--- config.mk ---
export PLATFORM = sky130hd
export DESIGN_NAME = logic_bist_ctrl_flat
export DESIGN_NICKNAME = d
export VERILOG_FILES = /design/src/rtl/logic_bist_ctrl_if.sv /design/src/rtl/logic_bist_ctrl.sv /design/src/flat_wrapper.sv
export SDC_FILE = /design/constraint.sdc
export NUM_CORES = 1
export LEC_CHECK = 0
export CAP_MARGIN = 5
export CORE_MARGIN = 8
export CORE_UTILIZATION = 45
export CTS_BUF_LIST = sky130_fd_sc_hd__clkbuf_16
export DETAILED_ROUTE_END_ITERATION = 8
export PLACE_DENSITY = 0.71
export SLEW_MARGIN = 20
export SYNTH_ARGS = -nofsm -noshare
export SYNTH_HDL_FRONTEND = slang
export SYNTH_SLANG_ARGS = --single-unit
--- constraint.sdc ---
create_clock -name clk -period 5 [get_ports clk]
set_clock_uncertainty 0.15 [all_clocks]
set_input_delay 0.5 -clock clk [delete_from_list [all_inputs] [get_ports clk]]
set_output_delay 0.5 -clock clk [all_outputs]
set_load 0.02 [all_outputs]
--- src/rtl/logic_bist_ctrl_if.sv ---
// logic_bist_ctrl_if: control/status handshake plus the pins of the function under test.
// The master is the test controller that also owns the function under test; the slave is the sequencer.
interface logic_bist_ctrl_if #(
  parameter int N_IN = 3
);
  localparam int V = 1 << N_IN;
  logic          start;
  logic          abort;
  logic [N_IN-1:0] dut_in;
  logic          dut_x;
  logic          dut_y;
  logic          busy;
  logic          done;
  logic          pass;
  logic [V-1:0]  cap_x;
  logic [V-1:0]  cap_y;
  logic [V-1:0]  fail_mask_x;
  logic [V-1:0]  fail_mask_y;
  modport master (
    output start, abort, dut_x, dut_y,
    input  dut_in, busy, done, pass, cap_x, cap_y, fail_mask_x, fail_mask_y
  );
  modport slave (
    input  start, abort, dut_x, dut_y,
    output dut_in, busy, done, pass, cap_x, cap_y, fail_mask_x, fail_mask_y
  );
endinterface

--- src/rtl/logic_bist_ctrl.sv ---
// logic_bist_ctrl: exhaustive ascending sweep of a 2-output function, capturing its truth tables
// and comparing them against expected tables to produce pass and per-vector fail masks.
module logic_bist_ctrl #(
  parameter int N_IN = 3,
  parameter int SETTLE_CYCLES = 1,
  parameter logic [(1<<N_IN)-1:0] EXP_X = 8'h6A,
  parameter logic [(1<<N_IN)-1:0] EXP_Y = 8'hD3
) (
  input logic clk,
  input logic rst_n,
  logic_bist_ctrl_if.slave bus
);
  localparam int V = 1 << N_IN;
  localparam logic [3:0] SETTLE_LAST = 4'(SETTLE_CYCLES - 1);
  typedef enum logic [1:0] {IDLE, SETTLE, SAMPLE, DONE} state_t;
  state_t state, state_n;
  logic [N_IN-1:0] vec, vec_n;
  logic [3:0] cnt, cnt_n;
  logic busy, busy_n, done, done_n, pass, pass_n;
  logic [V-1:0] cap_x, cap_x_n, cap_y, cap_y_n;
  logic [V-1:0] mask_x, mask_x_n, mask_y, mask_y_n;
  always_comb begin
    state_n  = state;
    vec_n    = vec;
    cnt_n    = cnt;
    busy_n   = busy;
    done_n   = 1'b0;
    pass_n   = pass;
    cap_x_n  = cap_x;
    cap_y_n  = cap_y;
    mask_x_n = mask_x;
    mask_y_n = mask_y;
    // abort outranks everything outside IDLE, including the capture of a SAMPLE cycle
    if (state != IDLE && bus.abort) begin
      state_n = IDLE;
      vec_n   = '0;
      busy_n  = 1'b0;
      pass_n  = 1'b0;
    end else begin
      unique case (state)
        IDLE: if (bus.start && !bus.abort) begin
          state_n  = SETTLE;
          vec_n    = '0;
          cnt_n    = '0;
          busy_n   = 1'b1;
          pass_n   = 1'b0;
          cap_x_n  = '0;
          cap_y_n  = '0;
          mask_x_n = '0;
          mask_y_n = '0;
        end
        SETTLE: begin
          cnt_n   = cnt + 4'd1;
          state_n = (cnt == SETTLE_LAST) ? SAMPLE : SETTLE;
        end
        SAMPLE: begin
          cap_x_n[vec] = bus.dut_x;
          cap_y_n[vec] = bus.dut_y;
          state_n = (vec == '1) ? DONE : SETTLE;
          vec_n   = (vec == '1) ? vec : vec + 1'b1;
          cnt_n   = '0;
        end
        DONE: begin
          mask_x_n = cap_x ^ EXP_X;
          mask_y_n = cap_y ^ EXP_Y;
          pass_n   = (cap_x == EXP_X) && (cap_y == EXP_Y);
          done_n   = 1'b1;
          busy_n   = 1'b0;
          vec_n    = '0;
          state_n  = IDLE;
        end
      endcase
    end
  end
  always_ff @(posedge clk or negedge rst_n) begin
    if (!rst_n) begin
      state  <= IDLE;
      vec    <= '0;
      cnt    <= '0;
      busy   <= 1'b0;
      done   <= 1'b0;
      pass   <= 1'b0;
      cap_x  <= '0;
      cap_y  <= '0;
      mask_x <= '0;
      mask_y <= '0;
    end else begin
      state  <= state_n;
      vec    <= vec_n;
      cnt    <= cnt_n;
      busy   <= busy_n;
      done   <= done_n;
      pass   <= pass_n;
      cap_x  <= cap_x_n;
      cap_y  <= cap_y_n;
      mask_x <= mask_x_n;
      mask_y <= mask_y_n;
    end
  end
  assign bus.dut_in      = vec;
  assign bus.busy        = busy;
  assign bus.done        = done;
  assign bus.pass        = pass;
  assign bus.cap_x       = cap_x;
  assign bus.cap_y       = cap_y;
  assign bus.fail_mask_x = mask_x;
  assign bus.fail_mask_y = mask_y;
endmodule
--- src/flat_wrapper.sv ---
// flat-port wrapper written by rule: the top's interface ports become plain ports
module logic_bist_ctrl_flat 
#(
  parameter int N_IN = 3,
  parameter int SETTLE_CYCLES = 1,
  parameter logic [(1<<N_IN)-1:0] EXP_X = 8'h6A,
  parameter logic [(1<<N_IN)-1:0] EXP_Y = 8'hD3
)
  (clk, rst_n, bus_start, bus_abort, bus_dut_x, bus_dut_y, bus_dut_in, bus_busy, bus_done, bus_pass, bus_cap_x, bus_cap_y, bus_fail_mask_x, bus_fail_mask_y);
  logic_bist_ctrl_if #(.N_IN(N_IN)) bus_i ();
  input logic clk;
  input logic rst_n;
  input wire logic [$bits(bus_i.start)-1:0] bus_start;
  input wire logic [$bits(bus_i.abort)-1:0] bus_abort;
  input wire logic [$bits(bus_i.dut_x)-1:0] bus_dut_x;
  input wire logic [$bits(bus_i.dut_y)-1:0] bus_dut_y;
  output wire logic [$bits(bus_i.dut_in)-1:0] bus_dut_in;
  output wire logic [$bits(bus_i.busy)-1:0] bus_busy;
  output wire logic [$bits(bus_i.done)-1:0] bus_done;
  output wire logic [$bits(bus_i.pass)-1:0] bus_pass;
  output wire logic [$bits(bus_i.cap_x)-1:0] bus_cap_x;
  output wire logic [$bits(bus_i.cap_y)-1:0] bus_cap_y;
  output wire logic [$bits(bus_i.fail_mask_x)-1:0] bus_fail_mask_x;
  output wire logic [$bits(bus_i.fail_mask_y)-1:0] bus_fail_mask_y;
  assign bus_i.start = bus_start;
  assign bus_i.abort = bus_abort;
  assign bus_i.dut_x = bus_dut_x;
  assign bus_i.dut_y = bus_dut_y;
  assign bus_dut_in = bus_i.dut_in;
  assign bus_busy = bus_i.busy;
  assign bus_done = bus_i.done;
  assign bus_pass = bus_i.pass;
  assign bus_cap_x = bus_i.cap_x;
  assign bus_cap_y = bus_i.cap_y;
  assign bus_fail_mask_x = bus_i.fail_mask_x;
  assign bus_fail_mask_y = bus_i.fail_mask_y;
  logic_bist_ctrl #(.N_IN(N_IN), .SETTLE_CYCLES(SETTLE_CYCLES), .EXP_X(EXP_X), .EXP_Y(EXP_Y)) u_core (.clk(clk), .rst_n(rst_n), .bus(bus_i));
endmodule
**Word-level counts from Yosys, hierarchy flattened**

Cells that the tools add are included.

- Input bits: 6
- Register bits after elaboration: 44

- Reduce and logical (&&, ||, !) cells: 18
- Mux-type cells: 28
- $lt $le $gt $ge: 2
- Equal/unequal tests: 9
- $add $sub $neg: 2
- Bitwise operators: 3

Operators by type and width:

| operator | count |
|---|---|
| one-hot mux 8 bit (2 select lines) | 4 |
| bitwise mux 8 bit | 2 |
| one-hot mux 4 bit (3 select lines) | 1 |
| AND reduction 3 bit | 4 |
| two-way mux 3 bit | 3 |
| one-hot mux 3 bit (3 select lines) | 1 |
| equality test 8 x 7 -> 1 bit (second input constant) | 1 |
| equality test 8 bit (second input constant) | 1 |
| two-way mux 2 bit | 4 |
| two-way mux 8 bit | 1 |
| one-hot mux 2 bit (4 select lines) | 1 |
| two-way mux 1 bit | 7 |
| nonzero test 2 bit | 3 |
| nonzero test 3 bit | 2 |
| NOT 5 bit | 1 |
| adder 4 x 1 -> 4 bit (second input constant) | 1 |
| equality test 2 bit (second input constant) | 2 |
| logical AND 1 bit | 4 |
| zero test 4 bit | 1 |
| less-than comparator 3 x 4 -> 1 bit (second input constant) | 1 |
| two-way mux 4 bit | 1 |
| NOT 4 bit | 1 |
| one-hot mux 1 bit (2 select lines) | 2 |
| nonzero test 4 bit | 1 |
| 12 further kinds | 12 |

**Logic depth before layout (Yosys ltp)**

Gate-level depths: netlist of run 1.

- Word-level depth: 6
- Mapped depth: 8

**Worst setup path before layout of run 1**

Ideal clock, no wire load.

- Kind: flip-flop to flip-flop
- Start point: reg u_core.state[0]
- End point: reg u_core.mask_y[4], in the netlist u_core.bus.fail_mask_y[4]
- Data arrival time: 1.787 ns
- Path slack: 2.936 ns
- Cell stages (with the launch flop): 9
- Data required time: 4.722 ns
- Clock period less this slack: 2.064 ns
- Cell sequence: dfrtp_1 -> inv_1 -> ha_1 -> buf_6 -> nor2b_4 -> buf_6 -> nor3_4 -> buf_6 -> mux2_1

- Longest elaborated chain between the ends: 4
- Elaborated cells between the ends (all ways): 9
- Those cells by class: 2 x eq/ne; 1 x mux; 1 x bitwise; 5 x reduce/logical

Ends and longest elaborated chain:

| element | line | text |
|---|---|---|
| start, declared | logic_bist_ctrl.sv:16 | `state_t state, state_n;` |
| start signal, assigned | logic_bist_ctrl.sv:88 | `state <= state_n;` |
| parallel branches: the longest is 4 deep, another holds AND reduction 3 bit | n/a |  |
| end signal, assigned | logic_bist_ctrl.sv:97 | `mask_y <= mask_y_n;` |
| end, declared | logic_bist_ctrl.sv:21 | `logic [V-1:0] mask_x, mask_x_n, mask_y, mask_y_n;` |

Parallel ways; which one is timed is not known.
A chain may end at the register's enable or synchronous reset.

**Worst setup path in the final report of run 1**

- Start point: in bus_abort
- End point: reg u_core.mask_x[1], in the netlist u_core.bus.fail_mask_x[1]

- Longest elaborated chain between the ends: 4
- Elaborated cells between the ends (all ways): 6
- Those cells by class: 1 x eq/ne; 1 x bitwise; 4 x reduce/logical

Ends and longest elaborated chain:

| element | line | text |
|---|---|---|
| start, declared | flat_wrapper.sv:14 | `input wire logic [$bits(bus_i.abort)-1:0] bus_abort;` |
| zero test 1 bit | logic_bist_ctrl.sv:41 | `IDLE: if (bus.start && !bus.abort) begin` |
| logical AND 1 bit | logic_bist_ctrl.sv:41 |  |
| != test 2 x 1 -> 1 bit (no source line) | n/a |  |
| AND reduction 3 bit (no source line) * | n/a |  |
| end signal, assigned | logic_bist_ctrl.sv:96 | `mask_x <= mask_x_n;` |
| end, declared | logic_bist_ctrl.sv:21 |  |

Mark *: on every way between the ends. The rest lies on a longest branch, timed or not.

==> metrics.txt, run 1 <==
result of the run=finished clean; Slew Limit Fails=0; detailed placer's ending HPWL=3629 microns; Final TNS setup=0 ns; remaining global-route overflow=0; Residual DRC=0; final setup margin=~2.3 ns; power density of the placed cells=437.7 nW/um^2; count of mapped cells out of synthesis=206; ratio of cells with drive above 1 in the final layout=9.388%; Diodes inserted=0; count of unique library cells instantiated by Yosys=39; count of buffers from port buffering=43; via count of the routed design=1643; syn avg cell area=10.84 sq um; Die Wd=between 80 and 90 microns; average via count per standard cell=5.266; core outline area=between 4000 and 5000 sq um; worst reg2reg setup slack=between 2 and 3 ns; clock sink total=44; class of the tightest hold or removal check=in2async; CTS clk-pin slew, worst paths=0.06 ns; Max clock buf depth=2; IO Count=44; slew at the pin closest to its max-slew limit=approximately 0.97 ns; area of the mapped netlist=2233 sq um; post-CTS setup buffer count=0; clock tree from TritonCTS=yes; sequential cell area fraction in the yosys report=49.30%; y dimension of the die=a little under 90 microns; worst skew pair latency=0.28 ns; min cycle time layout=2.700 ns; worst ir drop on vdd=224.2 uV; post-place setup slack=about 2 ns; CTS Root Buffer Type=sky130_fd_sc_hd__clkbuf_16; full die area=7474 sq um; antenna violations before repair=0; number of violations of the max-capacitance limit=0; violation count after the first detailed-routing iteration=75; relative slew slack=35.38%; Achievable Freq=370.3 MHz; number of nets with antenna violations after routing=0; yosys warns=0; total of endpoints with negative setup slack in the final report=0; global-route usage over all layers=between 10% and 20%; critical path capture point type=flop; critical path startpoint category=input pin; maximum fanout along the worst path=25; Leak Pwr=0.001192 uW; row cnt=25; Routed WL=5139 microns; worst setup path category=in2reg; via count of the first global-routing pass=1700; critical path required time=between 5 and 6 ns; flip-flop and latch count after synthesis=44; average detailed-routed wire length per instance=roughly 16 microns; effective utilization at floorplan=a little under half; data arrival time of the critical path=2.72 ns; Period Utilization, post-route=54.01%; total CTS buffers=5; endpoints failing hold=0; unrepaired setup endpoints after global routing=no; number of fill cells=roughly 420; H-tree levels=2; Area growth, synth to finish=26.67%; maximum number of pins on one net before global-route repair=45; PostCTS Resize Cnt=0; net count after synthesis=~220; wire length of the first global-routing pass=roughly 8500 microns; weighted congestion at the end of routability-driven global placement=0.7897; count of hold buffers inserted by post-cts repair=0; final layout net count=259; 1st-pass router iterations=4
-- cells in the mapped netlist (all sizes together) --
library cell,number,area [sq um]
clkbuf,6,23.77
a22o,2,17.52
a21boi,1,7.510
mux2,10,112.6
a211oi,8,60.06
o2bb2ai,2,17.52
nand2b,1,6.260
ha,9,112.6
or3b,3,26.28
nor2b,4,32.53
o31ai,2,15.01
a2111oi,3,26.28
or3,2,12.51
a21o,1,7.510
nand4b,1,8.760
nor3b,1,7.510
inv,32,120.1
buf,6,61.30
or4bb,2,22.52
nand2,12,45.04
nor2,9,33.78
o221ai,1,8.760
nand4bb,3,33.78
mux2i,10,100.1
o32ai,2,17.52
or4,1,8.760
o22ai,16,100.1
dfrtp,44,1101
nand3,3,15.01
nor4b,1,8.760
nor3,2,21.27
o41ai,1,8.760
a21oi,2,10.01
nand3b,3,22.52
-- worst max-delay path, stage by stage --
cell                              delay [ns]
sky130_fd_sc_hd__clkdlybuf4s50_1        0.85
sky130_fd_sc_hd__nor3_4                 0.93
sky130_fd_sc_hd__mux2_2                 0.42
-- cell type report --
type | count | area, sq um | share of cell area [%]
Sequential cell | 44 | 1101 | 38.92
Multi-Input combinational cell | 118 | 927.1 | 32.77
Timing Repair Buffer | 43 | 425.4 | 15.04
Clock buffer | 5 | 125.1 | 4.423
Inverter | 32 | 120.1 | 4.246
Tap cell | 67 | 83.83 | 2.963
Clock inverter | 3 | 46.29 | 1.636
-- layout by cell type (no fill, tap or decap), types with 3 or more instances in the layout --
master,synthesis,routed
sky130_fd_sc_hd__clkbuf_16,0,5
sky130_fd_sc_hd__o22ai_1,16,16
sky130_fd_sc_hd__clkdlybuf4s50_1,0,42
sky130_fd_sc_hd__nor2_1,9,9
sky130_fd_sc_hd__nand2_1,12,12
sky130_fd_sc_hd__mux2_2,8,8
sky130_fd_sc_hd__a2111oi_0,3,3
sky130_fd_sc_hd__nand3_1,3,3
sky130_fd_sc_hd__nand4bb_1,3,3
sky130_fd_sc_hd__nor2b_1,3,3
sky130_fd_sc_hd__inv_1,32,32
sky130_fd_sc_hd__dfrtp_1,44,44
sky130_fd_sc_hd__a211oi_1,8,8
sky130_fd_sc_hd__ha_1,9,9
sky130_fd_sc_hd__or3b_2,3,3
sky130_fd_sc_hd__nand3b_1,3,3
sky130_fd_sc_hd__mux2i_1,10,10
-- per-stage QoR --
stage                     hold WS (ns)  power (uW)  instances  util, %  cell area (sq um)
after CTS                       0.2627        1245        312    59.50               2829
after global routing            0.3028        1303        312    59.50               2829
after global placement          0.3216       859.8        304    55.89               2658
final                           0.2166        1238        312    59.50               2829
after detailed placement        0.3269       866.9        304    55.89               2658
after floorplan                0.05441       755.4        206        -               2233
-- metal layers --
metal / track usage [%] / vias up / wire [microns]
li1: - / 802 / -
met1: 18.19 / 797 / 2446
met2: 22.57 / 39 / 2349
met3: 4.631 / 5 / 291
met4: 4.538 / 0 / 51
met5: 0 / - / 0
-- registers in the layout (all words and copies together) (netlist names), 2 cells and up --
register,count
u_core.bus.dut_in,3
u_core.state,2
u_core.bus.fail_mask_x,8
u_core.cnt,4
u_core.bus.cap_x,8
u_core.bus.fail_mask_y,8
u_core.bus.cap_y,8
-- where the power goes --
part	internal, uW	switching [uW]
sequential	401	40.3
combinational	184	239
clock	237	137
-- kinds of logic (layout without fill, tap and decap cells) --
| logic type | Yosys count | count (layout) | share of synthesized area, % |
|---|---|---|---|
| buf+inv | 44 | 83 | 9.187 |
| simple gates | 48 | 48 | 13.67 |
| compound gates | 41 | 41 | 13.28 |
| flops | 44 | 44 | 49.30 |
| fa+ha+maj | 9 | 9 | 5.042 |
| mux | 20 | 20 | 9.524 |
-- path summary, 6_finish.rpt --
check,start,endpoint,depth (start not counted)
worst max-delay path,bus_abort,u_core.bus.fail_mask_x[1],3
worst min-delay path,rst_n,u_core.bus.dut_in[2],1
worst max register to register,u_core.state[0],u_core.bus.fail_mask_x[1],5
worst min register to register,u_core.bus.fail_mask_y[4],u_core.bus.fail_mask_y[4],1
max in group asynchronous,rst_n,u_core.bus.cap_y[7],1
min in group clk,u_core.bus.fail_mask_y[4],u_core.bus.fail_mask_y[4],1
No activity file was read; power rests on OpenSTA's default activity.
==> inputs of run 2 (changes only) <==
Settings changed: PLACE_DENSITY 0.71 to 0.74.
Clock period 5 ns to 2.32 ns, I/O delays scaled along.
==> run 2 against run 1 <==
  * Wire length fell by 0.19%
  * Design area increased by 1.7%
  * Core utilization rose by 1.0 points
  * Sequential power up 110%
  * Global-route usage fell by 0.19 points
  * Sequential cell count unchanged
  * Hold slack better by 0.12 ns
  * Critical path type is now reg2reg
  * Largest cell class unchanged
  * Highest routed layer unchanged
==> metrics.txt, run 2 (synthesis results as in run 1) <==
result of the run=finished clean; clock tree from TritonCTS=yes; data arrival time of the critical path=about 2.1 ns; unrepaired setup endpoints after global routing=no; FF-to-FF Start=u_core.state[0]; Achievable Freq=481.2 MHz; number of violations of the max-capacitance limit=0; maximum fanout along the worst path=8; global-route usage over all layers=14.17%; weighted congestion at the end of routability-driven global placement=0.8021; average via count per standard cell=around 5.3; Area after DPL=2730 sq um; class of the tightest hold or removal check=reg2reg; Routed WL=just over 5000 microns; PostCTS Resize Cnt=0; worst reg2reg setup slack=0.24 ns; worst ir drop on vdd=514.6 uV; relative slew slack=51.82%; H-tree levels=2; switching pwr=899.0 uW; power density of the placed cells=slightly above 900 nW/um^2; met3 Resource Use GR=5.293%; Max clock buf depth=2; post-CTS setup buffer count=0; min cycle time layout=between 2 and 2.5 ns; via count of the routed design=1688; final setup margin=0.2417 ns; number of cells traversed by the worst register-to-register path=6; worst skew pair latency=around 0.29 ns; total of endpoints with negative setup slack in the final report=0; sequential cell fraction of total power=36.3%; Area growth, synth to finish=28.85%; core outline area=4755 sq um; Top Usage Layer GRT=met2; ratio of cells with drive above 1 in the final layout=11.86%; Die Wd=86.45 microns; remaining global-route overflow=0; critical path startpoint category=flop; antenna violations before repair=0; endpoints failing hold=0; detailed placer's ending HPWL=3679 microns; number of fill cells=433; average detailed-routed wire length per instance=between 15 and 20 microns; Final TNS setup=0 ns; Diodes inserted=0; 1st-pass router iterations=4; CTS Root Buffer Type=sky130_fd_sc_hd__clkbuf_16; violation count after the first detailed-routing iteration=71; routing usage on met2=20.97%; worst setup path category=reg2reg; most common cell after layout, fill and taps aside=sky130_fd_sc_hd__dfrtp_1; switching power as a share of total power=34.49%; via count of the first global-routing pass=1613; final layout net count=268; maximum number of pins on one net before global-route repair=45; number of cells on the worst hold path=1; total CTS buffers=5; Slew Limit Fails=0; Non-Filler Instances=320; Comb power frac=a little under two fifths; Critical R2R Capture=u_core.bus.cap_y[5]; Period Utilization, post-route=around nine tenths; full die area=7474 sq um; IO Count=44; internal power contribution=1708 uW; number of nets with antenna violations after routing=0; row cnt=25; count of buffers from port buffering=between 40 and 50; Leak Pwr=around 0.0012 uW; worst hold endpoint=u_core.bus.fail_mask_y[4]; clock share of power=25.9%; placed cell count=roughly 310; critical path capture point type=flop; y dimension of the die=~86 microns; post-place setup slack=about 0.27 ns; final instance area=2878 sq um; worst-path cell with the longest stage delay=sky130_fd_sc_hd__nand4bb_1; critical path required time=2.36 ns; slew at the pin closest to its max-slew limit=0.7026 ns; wire length of the first global-routing pass=8217 microns; CP max stage delay=0.46 ns; clock sink total=44; worst-case hold slack=0.3369 ns; worst path cell trace=inv_1 -> ha_1 -> buf_4 -> nor2b_4 -> nand4bb_1 -> o22ai_1; most used cells in the layout excluding fill and tap cells=sky130_fd_sc_hd__dfrtp_1 (44), sky130_fd_sc_hd__clkdlybuf4s50_1 (42), sky130_fd_sc_hd__inv_1 (32); GR Util met1=18.16%; CTS clk-pin slew, worst paths=about 0.06 ns; critical hold path startpoint=u_core.bus.fail_mask_y[4]; effective utilization at floorplan=46.97%; Residual DRC=0
==> run 2: cell count changes in the layout (fill, tap and decap cells not counted), sizes merged <==
| cell | delta |
|---|---|
| buf | +8 |
| dlygate4sd3 | +1 |
| inv | -1 |
| clkinv | +1 |
| bufinv | -1 |
==> run 2: cell type report <==
cell class	count	area, sq um	area share (%)
Clock buffer	5	125.1	4.348
Clock inverter	2	12.51	0.4348
Inverter	32	120.1	4.174
Multi-Input combinational cell	118	927.1	32.22
Sequential cell	44	1101	38.26
Tap cell	67	83.83	2.913
Timing Repair Buffer	52	508.0	17.65
==> run 2: metrics by stage <==
step	power [uW]	util, %
2_1_floorplan	1628	-
3_3_place_gp	1932	57.42
3_5_place_dp	1948	57.42
4_1_cts	2635	60.53
5_1_grt	2757	60.53
6_report	2607	60.53
==> run 2: how the worst max path moves through the flow <==
stage / startpoint / endpoint / cells after the start
after floorplan: u_core.state[0] / u_core.bus.fail_mask_y[4] / 8
after global placement: bus_abort / u_core.bus.pass / 5
after detailed placement: u_core.state[0] / u_core.state[0] / 5
after CTS: u_core.state[0] / u_core.state[0] / 5
after global routing: u_core.state[0] / u_core.state[0] / 5
final: u_core.state[0] / u_core.bus.cap_y[5] / 6
==> run 2: timing repair <==
| action | in CTS | in global routing |
|---|---|---|
| hold buffers | 1 | 0 |
| endpoints found under the setup margin | 0 | 0 |
| endpoints found under the hold margin | 44 | 0 |
==> run 2: critical path, delay by kind of cell, from the launching register on <==
kind | cells | cell delay [ns]
fa+ha+maj | 1 | 0.24
flops | 1 | 0.40
simple gates | 2 | 0.61
compound gates | 1 | 0.31
buf+inv | 2 | 0.27
==> run 2: power groups by stage <==
stage	Sequential [uW]	Clock, uW	Combinational [uW]
after floorplan	1030	0	602
after global placement	957	0	975
after detailed placement	959	0	989
after CTS	946	694	995
after global routing	962	727	1070
final	947	674	985
==> run 2: per-layer routing <==
| layer | part of all wire, % | vias up |
|---|---|---|
| met4 | 1.7 | 0 |
| met3 | 6.4 | 8 |
| li1 | - | 820 |
| met5 | 0 | - |
| met2 | 43 | 41 |
| met1 | 49 | 819 |
==> edit: new RTL, config.mk and constraints of run 2 <==
`N_IN` is set to 3 in 3 places; all go to 4.
--- a/src/rtl/logic_bist_ctrl_if.sv
+++ b/src/rtl/logic_bist_ctrl_if.sv
@@ -1,7 +1,7 @@
 // logic_bist_ctrl_if: control/status handshake plus the pins of the function under test.
 // The master is the test controller that also owns the function under test; the slave is the sequencer.
 interface logic_bist_ctrl_if #(
-  parameter int N_IN = 3
+  parameter int N_IN = 4
 );
   localparam int V = 1 << N_IN;
   logic          start;
--- a/src/rtl/logic_bist_ctrl.sv
+++ b/src/rtl/logic_bist_ctrl.sv
@@ -1,7 +1,7 @@
 // logic_bist_ctrl: exhaustive ascending sweep of a 2-output function, capturing its truth tables
 // and comparing them against expected tables to produce pass and per-vector fail masks.
 module logic_bist_ctrl #(
-  parameter int N_IN = 3,
+  parameter int N_IN = 4,
   parameter int SETTLE_CYCLES = 1,
   parameter logic [(1<<N_IN)-1:0] EXP_X = 8'h6A,
   parameter logic [(1<<N_IN)-1:0] EXP_Y = 8'hD3
--- a/src/flat_wrapper.sv
+++ b/src/flat_wrapper.sv
@@ -1,7 +1,7 @@
 // flat-port wrapper written by rule: the top's interface ports become plain ports
 module logic_bist_ctrl_flat 
 #(
-  parameter int N_IN = 3,
+  parameter int N_IN = 4,
   parameter int SETTLE_CYCLES = 1,
   parameter logic [(1<<N_IN)-1:0] EXP_X = 8'h6A,
   parameter logic [(1<<N_IN)-1:0] EXP_Y = 8'hD3
Ports: changed (5 resized); port bits go from 44 to 77. The function was not compared with the original's and may differ.
==> edit against run 2 <==
- sequential share of layout area rose by 2.3 points
- setup slack improved by 0.029 ns
- power rose by 58%
- die area rose by 48%
- design area rose by 65%
- count of clock-buffer cells in the layout rose by 4
- area after synthesis rose by 61%
- wire length rose by 76%
- sequential cell count rose by 33
- critical endpoint is now u_core.bus.fail_mask_x[9]
- first-iteration DRC count rose by 120%
==> edit: results (changes against run 2) <==
metric;value;unit;change
dp_hpwl;6680;um;+82%
grt_pass1_wl;15500;um;+88%
synth.top_cells.by_count;dfrtp_1 (77), nand2_1 (77), inv_1 (41), o22ai_1 (32), o21ai_2 (20);;
multi_input_cells;234;;+98%
n_all_inverters;42;;+31%
cts-htree-levels;3;;+1
grt_max_degree;50;;+11%
fill_cells;641;;+48%
ant_nets;0;;unchanged
ys_ff_latch;77;;+75%
hold_buffers;1;;unchanged
antenna_found_initial;0;;unchanged
track_usage;17.0;%;+2.8 points
clkLatencyLatePin;0.34;ns;+0.05 ns
diodes;0;;unchanged
place.gp.congestion;0.830;;+3.5%
wirelength;9040;um;+76%
p_leak;1.98;nW;+62%
clk_share;6.40;%;+1.6 points
port_buffers;76;;+77%
cts_made_buffers;9;;+4
synth_cell_types;44;;+13%
buffer_area_share;18.0;%;+0.31 points
layout-drive-gt1-share;12.6;%;+0.70 points
synth_nets;389;;+76%
grt_pass1_vias;3013;;+87%
cp_max_fo;49;;+41
multi_input_area;1380;um^2;+49%
worstHoldPathType;input pin to async pin;;
cts_resized;0;;unchanged
register_area;1930;um^2;+75%
synthMuxAreaShare;1.26;%;-8.3 points
peakVddDrop;0.561;mV;+8.9%
cts_setup_buffers;0;;unchanged
status;finished, final reports clean;;
synth_xor_area_share;0;%;unchanged
drt_iter0_markers;156;;+120%
yosys_warnings;0;;unchanged
synthAdderAreaFrac;3.49;%;-1.6 points
dr.pass1.iters;4;;unchanged
worst_slew_pin_slew;0.502;ns;-0.201 ns
via_per_inst;5.31;;+0.62%
yosysSeqAreaShare;53.7;%;+4.4 points
buffers_excl_clock;85;;+63%
drc;0;;unchanged
async_flop_share;100;%;unchanged
clkTransAtPathRegs;0.06;ns;about the same
cts_root_buf;clkbuf_16;;
synth-compound-area-share;18.0;%;+4.8 points
nNetsFinal;465;;+74%
ys_top_cells_by_area;dfrtp_1 (54%), nand2_1 (8.1%), o22ai_1 (5.6%);;
cts_buffer_depth;2;;unchanged
[edit: per-layer routing]
layer,global-route usage [%],up-vias,share of wire [%]
met5,0,-,0
met4,4.59,0,0.92
met3,5.30,11,7.5
met2,28.2,93,50
met1,20.9,1414,42
li1,-,1433,-
[edit: worst paths after layout]
path                                                    to  slack [ns]                        from  depth (start not counted)
worst min register to register  u_core.bus.fail_mask_x[14]        0.33  u_core.bus.fail_mask_x[14]                          2
min in group clk                u_core.bus.fail_mask_x[14]        0.33  u_core.bus.fail_mask_x[14]                          2
worst max-delay path             u_core.bus.fail_mask_x[9]        0.27             u_core.state[0]                          7
worst min-delay path            u_core.bus.fail_mask_y[10]        0.26                       rst_n                          2
max in group asynchronous       u_core.bus.fail_mask_y[15]        1.18                       rst_n                          3
worst max register to register   u_core.bus.fail_mask_x[9]        0.27             u_core.state[0]                          7
[edit: stage by stage]
step           power (mW)  instance area, um^2  std cells  worst slack (ns)  util (%)
6_report             4.13                 4750        556             0.271      61.5
5_1_grt              4.34                 4750        556             0.160      61.5
4_1_cts              4.15                 4750        556             0.284      61.5
3_5_place_dp         2.72                 4440        539             0.288      57.4
3_3_place_gp         2.69                 4440        539             0.352      57.4
2_1_floorplan        2.37                 3590        373             0.501         -
[edit: power by group]
| part | switching (mW) | leakage (nW) | total [mW] | internal, mW |
|---|---|---|---|---|
| registers | 0.0803 | 1.07 | 1.52 | 1.44 |
| clock network | 0.583 | 0.151 | 1.43 | 0.848 |
| logic | 0.752 | 0.765 | 1.17 | 0.422 |
| total | 1.42 | 1.98 | 4.13 | 2.71 |
[edit: worst max-delay path: stages, from the launching register on]
cell and delay [ns]:
dfrtp_1 0.37, inv_1 0.09, ha_1 0.28, nor2b_4 0.17, or3_2 0.47, buf_12 0.21, nand2_1 0.11, o21ai_2 0.05
